===== config.mk =====
export PLATFORM = sky130hd
export DESIGN_NAME = spi_ram_master
export DESIGN_NICKNAME = d
export VERILOG_FILES = /design/src/rtl/spi_ram_master.sv
export SDC_FILE = /design/constraint.sdc
export NUM_CORES = 1
export LEC_CHECK = 0
export ABC_AREA = 1
export CAP_MARGIN = 20
export CORE_UTILIZATION = 49
export DETAILED_ROUTE_END_ITERATION = 6
export PLACE_DENSITY_LB_ADDON = 0.3
export SLEW_MARGIN = 20
export SYNTH_ARGS = -nofsm -noshare
export SYNTH_HDL_FRONTEND = slang
export SYNTH_SLANG_ARGS = --single-unit

===== constraint.sdc =====
create_clock -name clk -period 2.2 [get_ports clk]
set_input_delay 0.44 -clock clk [delete_from_list [all_inputs] [get_ports clk]]
set_output_delay 0.44 -clock clk [all_outputs]
set_load 0.01 [all_outputs]

===== src/rtl/spi_ram_master.sv =====
// spi_ram_master
//   Host-side controller for a bit-serial SPI RAM. Each host request becomes
//   two 13-cycle SPI frames. A write sends the address frame and then the data
//   frame. A read sends the address frame and then the read-command frame,
//   waits for the turnaround, and shifts in one byte on MISO.
//
// Parameters
//   GAP    : SS_n-high cycles after every frame (1..15)
//   RD_LAT : turnaround cycles before the first MISO sample (1..7)
//
// Ports
//   clk, rst           : single rising-edge clock, synchronous active-high reset
//   req_valid/ready    : request handshake; accepted when both are high
//   req_write          : 1 = write, 0 = read
//   req_addr/req_wdata : RAM address and write data, captured at acceptance
//   done               : one-cycle pulse when a transaction completes
//   rsp_rdata          : last read result; held until the next read completes
//   busy               : high whenever the controller is not idle
//   SS_n, MOSI, MISO   : SPI link to the RAM
module spi_ram_master #(
  parameter int unsigned GAP    = 1,
  parameter int unsigned RD_LAT = 1
) (
  input  logic       clk,
  input  logic       rst,
  input  logic       req_valid,
  output logic       req_ready,
  input  logic       req_write,
  input  logic [7:0] req_addr,
  input  logic [7:0] req_wdata,
  output logic       done,
  output logic [7:0] rsp_rdata,
  output logic       busy,
  output logic       SS_n,
  output logic       MOSI,
  input  logic       MISO
);

  typedef enum logic [2:0] {
    IDLE,
    FRAME_A,
    GAP_A,
    FRAME_B,
    RD_TURN,
    RD_SHIFT,
    GAP_B,
    DONE
  } state_t;

  localparam logic [3:0] FRAME_LAST = 4'd12;
  localparam logic [3:0] SHIFT_LAST = 4'd7;
  localparam logic [3:0] GAP_LAST   = 4'(GAP - 1);
  localparam logic [2:0] TURN_LAST  = 3'(RD_LAT - 1);

  state_t      state, state_n;
  logic [3:0]  fcnt, fcnt_n;   // frame bit index, also reused as RD_SHIFT bit count
  logic [3:0]  gcnt, gcnt_n;
  logic [2:0]  tcnt, tcnt_n;
  logic        accept;

  logic        wr_q;
  logic [7:0]  addr_q;
  logic [7:0]  wdata_q;
  logic [7:0]  sr;

  logic [12:0] frame_bits;
  logic        link_n;
  logic        mosi_n;

  // Next-state and counter sequencing
  always_comb begin
    state_n = state;
    fcnt_n  = fcnt;
    gcnt_n  = gcnt;
    tcnt_n  = tcnt;
    accept  = 1'b0;
    unique case (state)
      IDLE: begin
        if (req_valid && req_ready) begin
          accept  = 1'b1;
          state_n = FRAME_A;
          fcnt_n  = '0;
        end
      end
      FRAME_A: begin
        if (fcnt == FRAME_LAST) begin
          state_n = GAP_A;
          gcnt_n  = '0;
        end else begin
          fcnt_n = fcnt + 4'd1;
        end
      end
      GAP_A: begin
        if (gcnt == GAP_LAST) begin
          state_n = FRAME_B;
          fcnt_n  = '0;
        end else begin
          gcnt_n = gcnt + 4'd1;
        end
      end
      FRAME_B: begin
        if (fcnt == FRAME_LAST) begin
          if (wr_q) begin
            state_n = GAP_B;
            gcnt_n  = '0;
          end else begin
            state_n = RD_TURN;
            tcnt_n  = '0;
          end
        end else begin
          fcnt_n = fcnt + 4'd1;
        end
      end
      RD_TURN: begin
        if (tcnt == TURN_LAST) begin
          state_n = RD_SHIFT;
          fcnt_n  = '0;
        end else begin
          tcnt_n = tcnt + 3'd1;
        end
      end
      RD_SHIFT: begin
        if (fcnt == SHIFT_LAST) begin
          state_n = GAP_B;
          gcnt_n  = '0;
        end else begin
          fcnt_n = fcnt + 4'd1;
        end
      end
      GAP_B: begin
        if (gcnt == GAP_LAST) begin
          state_n = DONE;
        end else begin
          gcnt_n = gcnt + 4'd1;
        end
      end
      DONE: begin
        state_n = IDLE;
      end
      default: begin
        state_n = IDLE;
      end
    endcase
  end

  // Outputs are registered from the next state, so they change on the same
  // edge as the state register. The frame layout is
  // {0, selector, cmd[1:0], payload[7:0], 0}. The selector and cmd[1] are both
  // "is read", and cmd[0] is "second frame". The F0 bit is a constant 0, so
  // wr_q not being captured yet on the acceptance edge does not matter.
  always_comb begin
    frame_bits = '0;
    link_n     = 1'b0;
    mosi_n     = 1'b0;
    if (state_n == FRAME_B) begin
      frame_bits = {1'b0, ~wr_q, ~wr_q, 1'b1, (wr_q ? wdata_q : 8'h00), 1'b0};
    end else begin
      frame_bits = {1'b0, ~wr_q, ~wr_q, 1'b0, addr_q, 1'b0};
    end
    if (state_n == FRAME_A || state_n == FRAME_B) begin
      mosi_n = frame_bits[FRAME_LAST - fcnt_n];
    end
    link_n = (state_n == FRAME_A) || (state_n == FRAME_B) ||
             (state_n == RD_TURN) || (state_n == RD_SHIFT);
  end

  always_ff @(posedge clk) begin
    if (rst) begin
      state     <= IDLE;
      fcnt      <= '0;
      gcnt      <= '0;
      tcnt      <= '0;
      wr_q      <= 1'b0;
      addr_q    <= '0;
      wdata_q   <= '0;
      sr        <= '0;
      SS_n      <= 1'b1;
      MOSI      <= 1'b0;
      req_ready <= 1'b0;
      busy      <= 1'b0;
      done      <= 1'b0;
      rsp_rdata <= '0;
    end else begin
      state <= state_n;
      fcnt  <= fcnt_n;
      gcnt  <= gcnt_n;
      tcnt  <= tcnt_n;
      if (accept) begin
        wr_q    <= req_write;
        addr_q  <= req_addr;
        wdata_q <= req_wdata;
      end
      if (state == RD_SHIFT) begin
        sr <= {sr[6:0], MISO};
      end
      SS_n      <= ~link_n;
      MOSI      <= mosi_n;
      req_ready <= (state_n == IDLE);
      busy      <= (state_n != IDLE);
      done      <= (state_n == DONE);
      if (state_n == DONE && !wr_q) begin
        rsp_rdata <= sr;
      end
    end
  end

endmodule


# Yosys cells after proc, flatten, opt, wreduce, memory -nomap -nowiden
# Cells that the tools add are included.
[word_totals]
reg_bits = 52
latchBits = 0
ram_bits = 0
mem_bits_ro = 0
inputBits = 21
out_inout_bits = 13
wordCells = 92
mem_count = 0
[op_classes]
add_sub_neg = 4
mul = 0
n_div = 0
n_lt_le_gt_ge = 1
eq_ne = 21
shift = 0
n_mux = 31
bitwise_logic = 3
reduce_logical = 18
[op_table]
columns = ["op", "n"]
rows = [
  ["4-bit 2-to-1 mux", 10],
  ["3-bit 2-to-1 mux", 10],
  ["3-bit one-hot mux with 8 select lines", 1],
  ["3-bit == test (second input constant)", 7],
  ["4-bit one-hot mux with 5 select lines", 1],
  ["4-bit one-hot mux with 4 select lines", 1],
  ["2-bit != test (second input constant)", 7],
  ["10-bit 2-to-1 mux", 1],
  ["3-bit by 2-bit == test with 1-bit output (second input constant)", 3],
  ["3-bit logical NOT", 3],
  ["4-bit by 1-bit adder with 4-bit output (second input constant)", 2],
  ["8-bit 2-to-1 mux", 1],
  ["3-bit by 1-bit == test with 1-bit output (second input constant)", 2],
  ["3-bit one-hot mux with 2 select lines", 1],
  ["6-bit AND reduction", 1],
  ["2-bit OR reduction", 3],
  ["4-bit by 5-bit < comparator with 1-bit output (second input constant)", 1],
  ["1-bit binary-select mux with 4-bit select", 1],
  ["4-bit by 3-bit == test with 1-bit output (second input constant)", 1],
  ["4-bit == test (second input constant)", 1],
  ["4-bit logical NOT", 1],
  ["4-bit AND reduction", 1],
  ["4-bit nonzero test", 1],
  ["4-bit subtractor (first input constant)", 1],
  ["other kinds (9)", 16],
]

# Logic depth before layout (Yosys ltp)
# Gate-level depths: netlist of the first run.
[logic_depth]
word_depth = 8
mapped_depth = 18
depth_no_buf = 18

# Worst setup path after synthesis of the first run
# OpenSTA, ideal clock, no wires.
[synth_timing]
path_type = "flip-flop to flip-flop"
startpoint = "register fcnt[0]"
endpoint = "register MOSI"
setup_ps = 66
arrival_time_ps = 2067
setup_slack_ps = 67
path_stages_with_launch = 16
synth_period_minus_slack_ps = 2133
cell_sequence = "dfxtp_1 ha_1 nand2_1 nor2_1 nor2_2 a21oi_1 nor2_2 a21oi_4 ha_1 inv_1 nand3_1 nand2_1 inv_1 nand2_1 nand3_1 a21oi_2"
[synth_between]
elab_chain_len = 7
word_cells_on_any_way = 22
cone_classes = "2 x add/sub; 4 x eq/ne; 13 x mux; 1 x bitwise; 2 x reduce/logical"
[synth_lines]
columns = ["item", "line_no", "rtl"]
rows = [
  ["from (decl)", "56", "logic [3:0] fcnt, fcnt_n;"],
  ["from (signal assigned)", "185", "fcnt <= fcnt_n;"],
  ["branches (longest 7 deep; another with 4-bit by 1-bit adder with 4-bit output)", "n/a", ""],
  ["to (signal assigned)", "197", "MOSI <= mosi_n;"],
  ["to (decl)", "35", "output logic MOSI,"],
]
# Several ways; the timed one is not identified. The select of a mux whose other input is x is not followed.
# A chain may end at the register's enable or synchronous reset.

# Final worst setup path of the first run
[layout_timing]
startpoint = "register state[0]"
endpoint = "register MOSI"
[layout_between]
elab_chain_len = 6
word_cells_on_any_way = 27
cone_classes = "1 x add/sub; 9 x eq/ne; 12 x mux; 1 x bitwise; 4 x reduce/logical"
[layout_lines]
columns = ["item", "line_no", "rtl"]
rows = [
  ["from (decl)", "55", "state_t state, state_n;"],
  ["from (signal assigned)", "184", "state <= state_n;"],
  ["3-bit by 2-bit == test with 1-bit output, or another cell as far along", "77", "unique case (state)"],
  ["2-bit OR reduction (no source line) or 3-bit one-hot mux with 8 select lines (tied branches)", "n/a", ""],
  ["4-bit one-hot mux with 5 select lines, or another cell as far along", "77", ""],
  ["4-bit subtractor, or another cell as far along", "161", "mosi_n = frame_bits[FRAME_LAST - fcnt_n];"],
  ["1-bit binary-select mux with 4-bit select or 1-bit NOT (tied branches)", "n/a", ""],
  ["1-bit 2-to-1 mux (implied by the code) or 2-bit OR reduction (tied branches)", "n/a", ""],
]
# Parallel ways exist; a longest one is shown, timed or not. The select of a mux whose other input is x is not followed.

==> flow_summary.yaml, run 1 <==
status:
  outcome: "complete, no violations"
layout:
  instances_no_fill: 485
  stdcell_area_sq_um: 3210
  fin_nets: 442
  nFillCells: 475
  seqCellArea_sq_um: 1050
  drive_gt1_share_pct: 14.0
  multi_input_area_sq_um: 1320
  antenna_cells: 0
  postLayoutCoreUtil_pct: 63.2
  syn_to_final_growth_pct: 24.4
cts:
  cts_buffer_depth: 2
  cts_num_sinks: 52
  cts_root_buffer: "clkbuf_8"
  cts_tree: "done"
  clkLatencyLatePin_ps: 310
  numCtsBuffers: 5
  post_cts_buffers: 0
  path_clk_slew_ps: 100
  ctsHoldBuffers: 0
  cts-htree-levels: 2
die:
  die_h_um: 74.5
  io_pins: 34
  fp-row-count: 26
  fp.dieW_um: 74.5
  die-area_sq_um: 5560
  initial_core_util_pct: 50.8
  coreArea_sq_um: 5070
synthesis:
  synthCells: 370
  avgSynthCellArea_sq_um: 6.97
  yosys.cell_types.count: 29
  postSynthRegisterBits: 52
  synth_top_flop_cell: "dfxtp_1"
  ys_seq_area_share_pct: 40.4
  synth_fp_nets: 398
  ys.warnings.count: 0
  synth_edf_count: 0
  async_reset_ff_share_pct: 0
  syn_area_sq_um: 2580
flow_run:
  cap_violations: 0
critical_path:
  cp_data_arrival_time_ps: 2300
  cp.required_ps: 2460
  r2r_slack_ps: 160
  startpoint_type: "flip-flop"
  end_kind: "flip-flop"
  path_class: "flip-flop to flip-flop"
  cp_max_fo: 5
timing:
  hold_ws_ps: 446
  fin_skew_ps: 8.13
  finalSetupViolCount: 0
  timing.fmax_mhz: 490
  max_slew_margin_pct: 72.7
  finalHoldViolations: 0
  worst_pin_slew_ps: 409
  period_share_pct: 92.8
  rsz0062_at_grt: "false"
  layout_min_cycle_time_ps: 2040
  slew_violations: 0
power_and_ir_drop:
  powerDensity_nw_per_um2: 625
  p_leak_nw: 1.35
  ir_worst_vdd_v: 0.000433
grt:
  met3_usage_pct: 4.47
  top_usage_layer: "met2"
  grt_pass1_vias: 1975
  grt_use_met1_pct: 25.6
  grt_max_degree: 35
  grtUsageMet2_pct: 34.9
  grt_overflow: 0
  grt_pass1_wl_mm: 8.69
  grt_usage_pct: 20.5
  antenna_found_initial: 0
drt:
  antenna_left: 0
  vias: 2385
  drt-total-wl_mm: 5.39
  via_per_inst: 4.92
  dr.first_iter.drc_count: 128
  remaining_drc_errors: 0
  first_pass_iters: 4
  wire_per_inst_um: 11.1
hold_path:
  worstHoldPathType: "flip-flop to flip-flop"
place:
  dp_hpwl_mm: 4.03
  place.gp.congestion: 0.927
  placed_area_sq_um: 3060
  io_buffers: 33
  dpl.cell_count: 477
-- layer usage --
layer,vias up,wire length [um]
met5,-,0
met3,7,213
li1,1281,-
met1,1051,2430
met4,0,65
met2,46,2680
-- through the flow --
stage	power [W]	setup slack, ps	setup TNS [ps]
finish	0.00200	158	0
global route	0.00210	0.512	0
CTS	0.00201	41.0	0
detailed placement	0.00133	-150	-150
global placement	0.00133	-92.3	-92.3
floorplan	0.00122	66.7	0
-- area by class of cell --
cell class                 count  share of cell area [%]
clock inverter                 2                    1.21
timing repair buffer          47                    13.6
inverter                      55                    6.44
multi-input combinational    253                    41.1
tap                           70                    2.73
sequential                    52                    32.6
clock buffer                   6                    2.26
-- placed cells by master, fill, tap and decap left out, types with 2 or more instances in the layout --
cell,count
o21ai_0,35
inv_2,5
o21ai_1,2
dfxtp_2,5
nand4_1,3
clkbuf_8,5
nor3_1,2
o22ai_1,2
nor2_2,7
a21oi_2,3
ha_1,6
dfxtp_1,47
nand3_1,28
nor2_4,3
inv_1,50
a21oi_1,39
a211oi_1,2
buf_4,14
xor2_1,2
nor2_1,22
clkdlybuf4s50_1,33
nand2_1,80
nand2_2,8
nand3_2,2
-- registers in the layout, summed over array words and instances (netlist names) --
register,count
wr_q,1
state,3
sr,8
busy,1
rsp_rdata,8
MOSI,1
addr_q,8
tcnt,3
req_ready,1
fcnt,4
gcnt,4
SS_n,1
done,1
wdata_q,8
-- power breakdown --
group          leakage (nW)  internal, W  switching (W)  total, W
Combinational         0.871     0.000145       0.000173  0.000318
Sequential            0.425     0.000982      0.0000257   0.00101
Clock                0.0558     0.000344       0.000334  0.000679
Total                  1.35      0.00147       0.000533   0.00200
-- kinds of logic (layout without fill, tap and decap cells) --
kind of cell	Yosys count	count (layout)	synth area share, %
compound gates	86	86	18.0
xor+xnor	2	2	0.679
fa+ha+maj	7	7	3.40
buf+inv	65	110	9.66
flops	52	52	40.4
simple gates	158	158	27.9
-- cells in the mapped netlist, types with 3 or more instances --
| master | instances | area [sq um] |
|---|---|---|
| inv_1 | 51 | 191 |
| nand4_1 | 3 | 18.8 |
| inv_2 | 4 | 15.0 |
| o21ai_0 | 35 | 175 |
| nand3_1 | 29 | 145 |
| nor2_2 | 6 | 37.5 |
| ha_1 | 7 | 87.6 |
| nand2_1 | 80 | 300 |
| nor2_1 | 24 | 90.1 |
| nand2_2 | 8 | 50.1 |
| dfxtp_1 | 52 | 1040 |
| a21oi_1 | 40 | 200 |
| clkbuf_1 | 8 | 30.0 |
-- final timing paths --
path,startpoint,endpoint,cells after the start
setup reg to reg,state[0],MOSI,15
setup / recovery,state[0],MOSI,15
hold reg to reg,wdata_q[4],wdata_q[4],2
hold / removal,wdata_q[4],wdata_q[4],2
-- timing repair --
action / 4_1_cts / 5_1_grt
endpoints found under the setup margin: 1 / 3
endpoints found under the hold margin: 0 / 0
gates resized for setup: 1 / 11
gates cloned: 0 / 0
pin swaps: 0 / 3
-- critical path, cell delays in order (launching register included) --
cell,delay [ps]
dfxtp_1,400
nor2_2,170
inv_1,90
nand3_1,170
inv_1,70
nor2_2,120
nand2_2,80
a21oi_4,170
ha_4,230
inv_2,60
nand3_1,70
nand2_1,60
inv_1,40
nand2_1,50
nand3_1,90
a21oi_2,110
No activity file was read; power rests on OpenSTA's default activity.
==> inputs of run 2 (changes only) <==
Settings changed: CELL_PAD_IN_SITES_DETAIL_PLACEMENT set to 1, CELL_PAD_IN_SITES_GLOBAL_PLACEMENT set to 1, CORE_UTILIZATION 49 to 35.
==> flow_summary.yaml, run 2 (synthesis gave the netlist of run 1 again) <==
status:
  outcome: "complete, no violations"
cts:
  cts_buffer_depth: 2
  cts_tree: "done"
  cts_root_buffer: "clkbuf_8"
  path_clk_slew_ps: 100
  numCtsBuffers: 5
  cts-htree-levels: 2
  cts_num_sinks: 52
  clkLatencyLatePin_ps: 320
  ctsHoldBuffers: 0
place:
  dp_hpwl_mm: 5.23
  place.gp.congestion: 0.826
  io_buffers: 33
die:
  die-area_sq_um: 7710
  coreArea_sq_um: 6940
  fp-row-count: 30
  die_h_um: 87.8
  fp.dieW_um: 87.8
  initial_core_util_pct: 37.1
  io_pins: 34
timing:
  finalHoldViolations: 0
  layout_min_cycle_time_ps: 2080
  period_share_pct: 94.5
  timing.fmax_mhz: 481
  finalSetupViolCount: 0
  fin_skew_ps: 11.7
  slew_violations: 0
  worst_pin_slew_ps: 407
  finalSetupTns_ps: 0
  max_slew_margin_pct: 72.8
drt:
  first_pass_iters: 4
  drt-total-wl_mm: 7.04
  antenna_left: 0
  dr.first_iter.drc_count: 90
  remaining_drc_errors: 0
  wire_per_inst_um: 13.6
  via_per_inst: 4.87
  vias: 2526
critical_path:
  cp_data_arrival_time_ps: 2330
  path_class: "flip-flop to flip-flop"
  cp.required_ps: 2450
  end_kind: "flip-flop"
  regToRegEndpoint: "MOSI"
  r2r_cells: 16
  startpoint_type: "flip-flop"
  startpoint: "fcnt[1]"
  cp_max_fo: 3
  reg2reg_from: "fcnt[1]"
  r2r_slack_ps: 120
layout:
  fin_nets: 450
  antenna_cells: 0
  final_cell_mix: "nand2_1, inv_1, dfxtp_1"
  nFillCells: 891
  layout_commonest_cell: "nand2_1"
  drive_gt1_share_pct: 19.1
  postLayoutCoreUtil_pct: 48.3
  syn_to_final_growth_pct: 30.2
hold_path:
  min_from: "addr_q[1]"
  min_to: "addr_q[1]"
  worstHoldPathType: "flip-flop to flip-flop"
  holdPathStages: 2
power_and_ir_drop:
  p_sw_w: 0.000581
  combPwrFrac_pct: 17.8
  powerDensity_nw_per_um2: 582
  seqPwrFrac_pct: 51.7
  p_int_w: 0.00137
  ir_worst_vdd_v: 0.000363
  netSwitchingFraction_pct: 29.8
  power_frac_clock_pct: 30.5
  p_leak_nw: 1.38
flow_run:
  cap_violations: 0
grt:
  antenna_found_initial: 0
  grt_pass1_wl_mm: 11.4
  grt_overflow: 0
  grt_max_degree: 35
  grt_usage_pct: 19.3
  grt_pass1_vias: 2461
-- run 2: power by group through the flow --
stage               logic, W  registers, W  clock network (W)
global placement    0.000310       0.00103                  0
CTS                 0.000326       0.00101           0.000620
finish              0.000348       0.00101           0.000595
floorplan           0.000195       0.00103                  0
global route        0.000394       0.00102           0.000649
detailed placement  0.000320       0.00103                  0
-- run 2: layout make-up --
| cell class | instances | area, sq um | area share, % |
|---|---|---|---|
| multi-input cells | 253 | 1390 | 41.3 |
| clock buffers | 5 | 68.8 | 2.05 |
| repair buffers | 55 | 495 | 14.8 |
| inverters | 55 | 206 | 6.15 |
| well taps | 96 | 120 | 3.58 |
| flip-flops and latches | 52 | 1050 | 31.4 |
| clock inverters | 3 | 26.3 | 0.783 |
-- run 2: per-layer routing --
layer / global-route usage (%) / part of all wire (%) / up-vias / wire [um]
met5: 0 / 0 / - / 0
met4: 5.37 / 1.2 / 0 / 87
met3: 3.20 / 2.8 / 7 / 200
met2: 35.7 / 53 / 40 / 3710
met1: 22.8 / 43 / 1188 / 3040
li1: - / - / 1291 / -
-- run 2: critical path, cell delays in order (launching register included) --
cell and delay [ps]:
dfxtp_2 360, inv_2 70, ha_2 170, inv_2 40
nor2_4 120, inv_2 70, a21oi_4 170, nor2_1 70
nor2_2 170, ha_4 240, inv_2 60, nand3_1 70
nand2_1 80, inv_1 40, nand2_1 60, nand3_2 80
a21oi_2 130
-- run 2: through the flow --
stage | worst slack, ps | power, W | std cells | hold WS [ps] | instance area, sq um
6_report | 121 | 0.00195 | 519 | 453 | 3360
3_3_place_gp | -120 | 0.00134 | 506 | 432 | 3110
3_5_place_dp | -170 | 0.00135 | 506 | 441 | 3110
2_1_floorplan | 66.7 | 0.00122 | 370 | 421 | 2580
5_1_grt | -27.1 | 0.00206 | 519 | 479 | 3360
4_1_cts | 7.69 | 0.00195 | 514 | 457 | 3220
-- run 2: what timing repair did --
action                     in CTS  in global routing
resized for setup               5                 28
cloned                          0                  0
setup buffers                   0                  5
setup endpoints to repair       1                  3
pin swaps                       1                 13
-- run 2: worst max-delay path by stage --
stage	endpoint	cells after the start
final	MOSI	16
after global routing	MOSI	16
after CTS	MOSI	16
after detailed placement	MOSI	15
after global placement	MOSI	15
after floorplan	MOSI	15
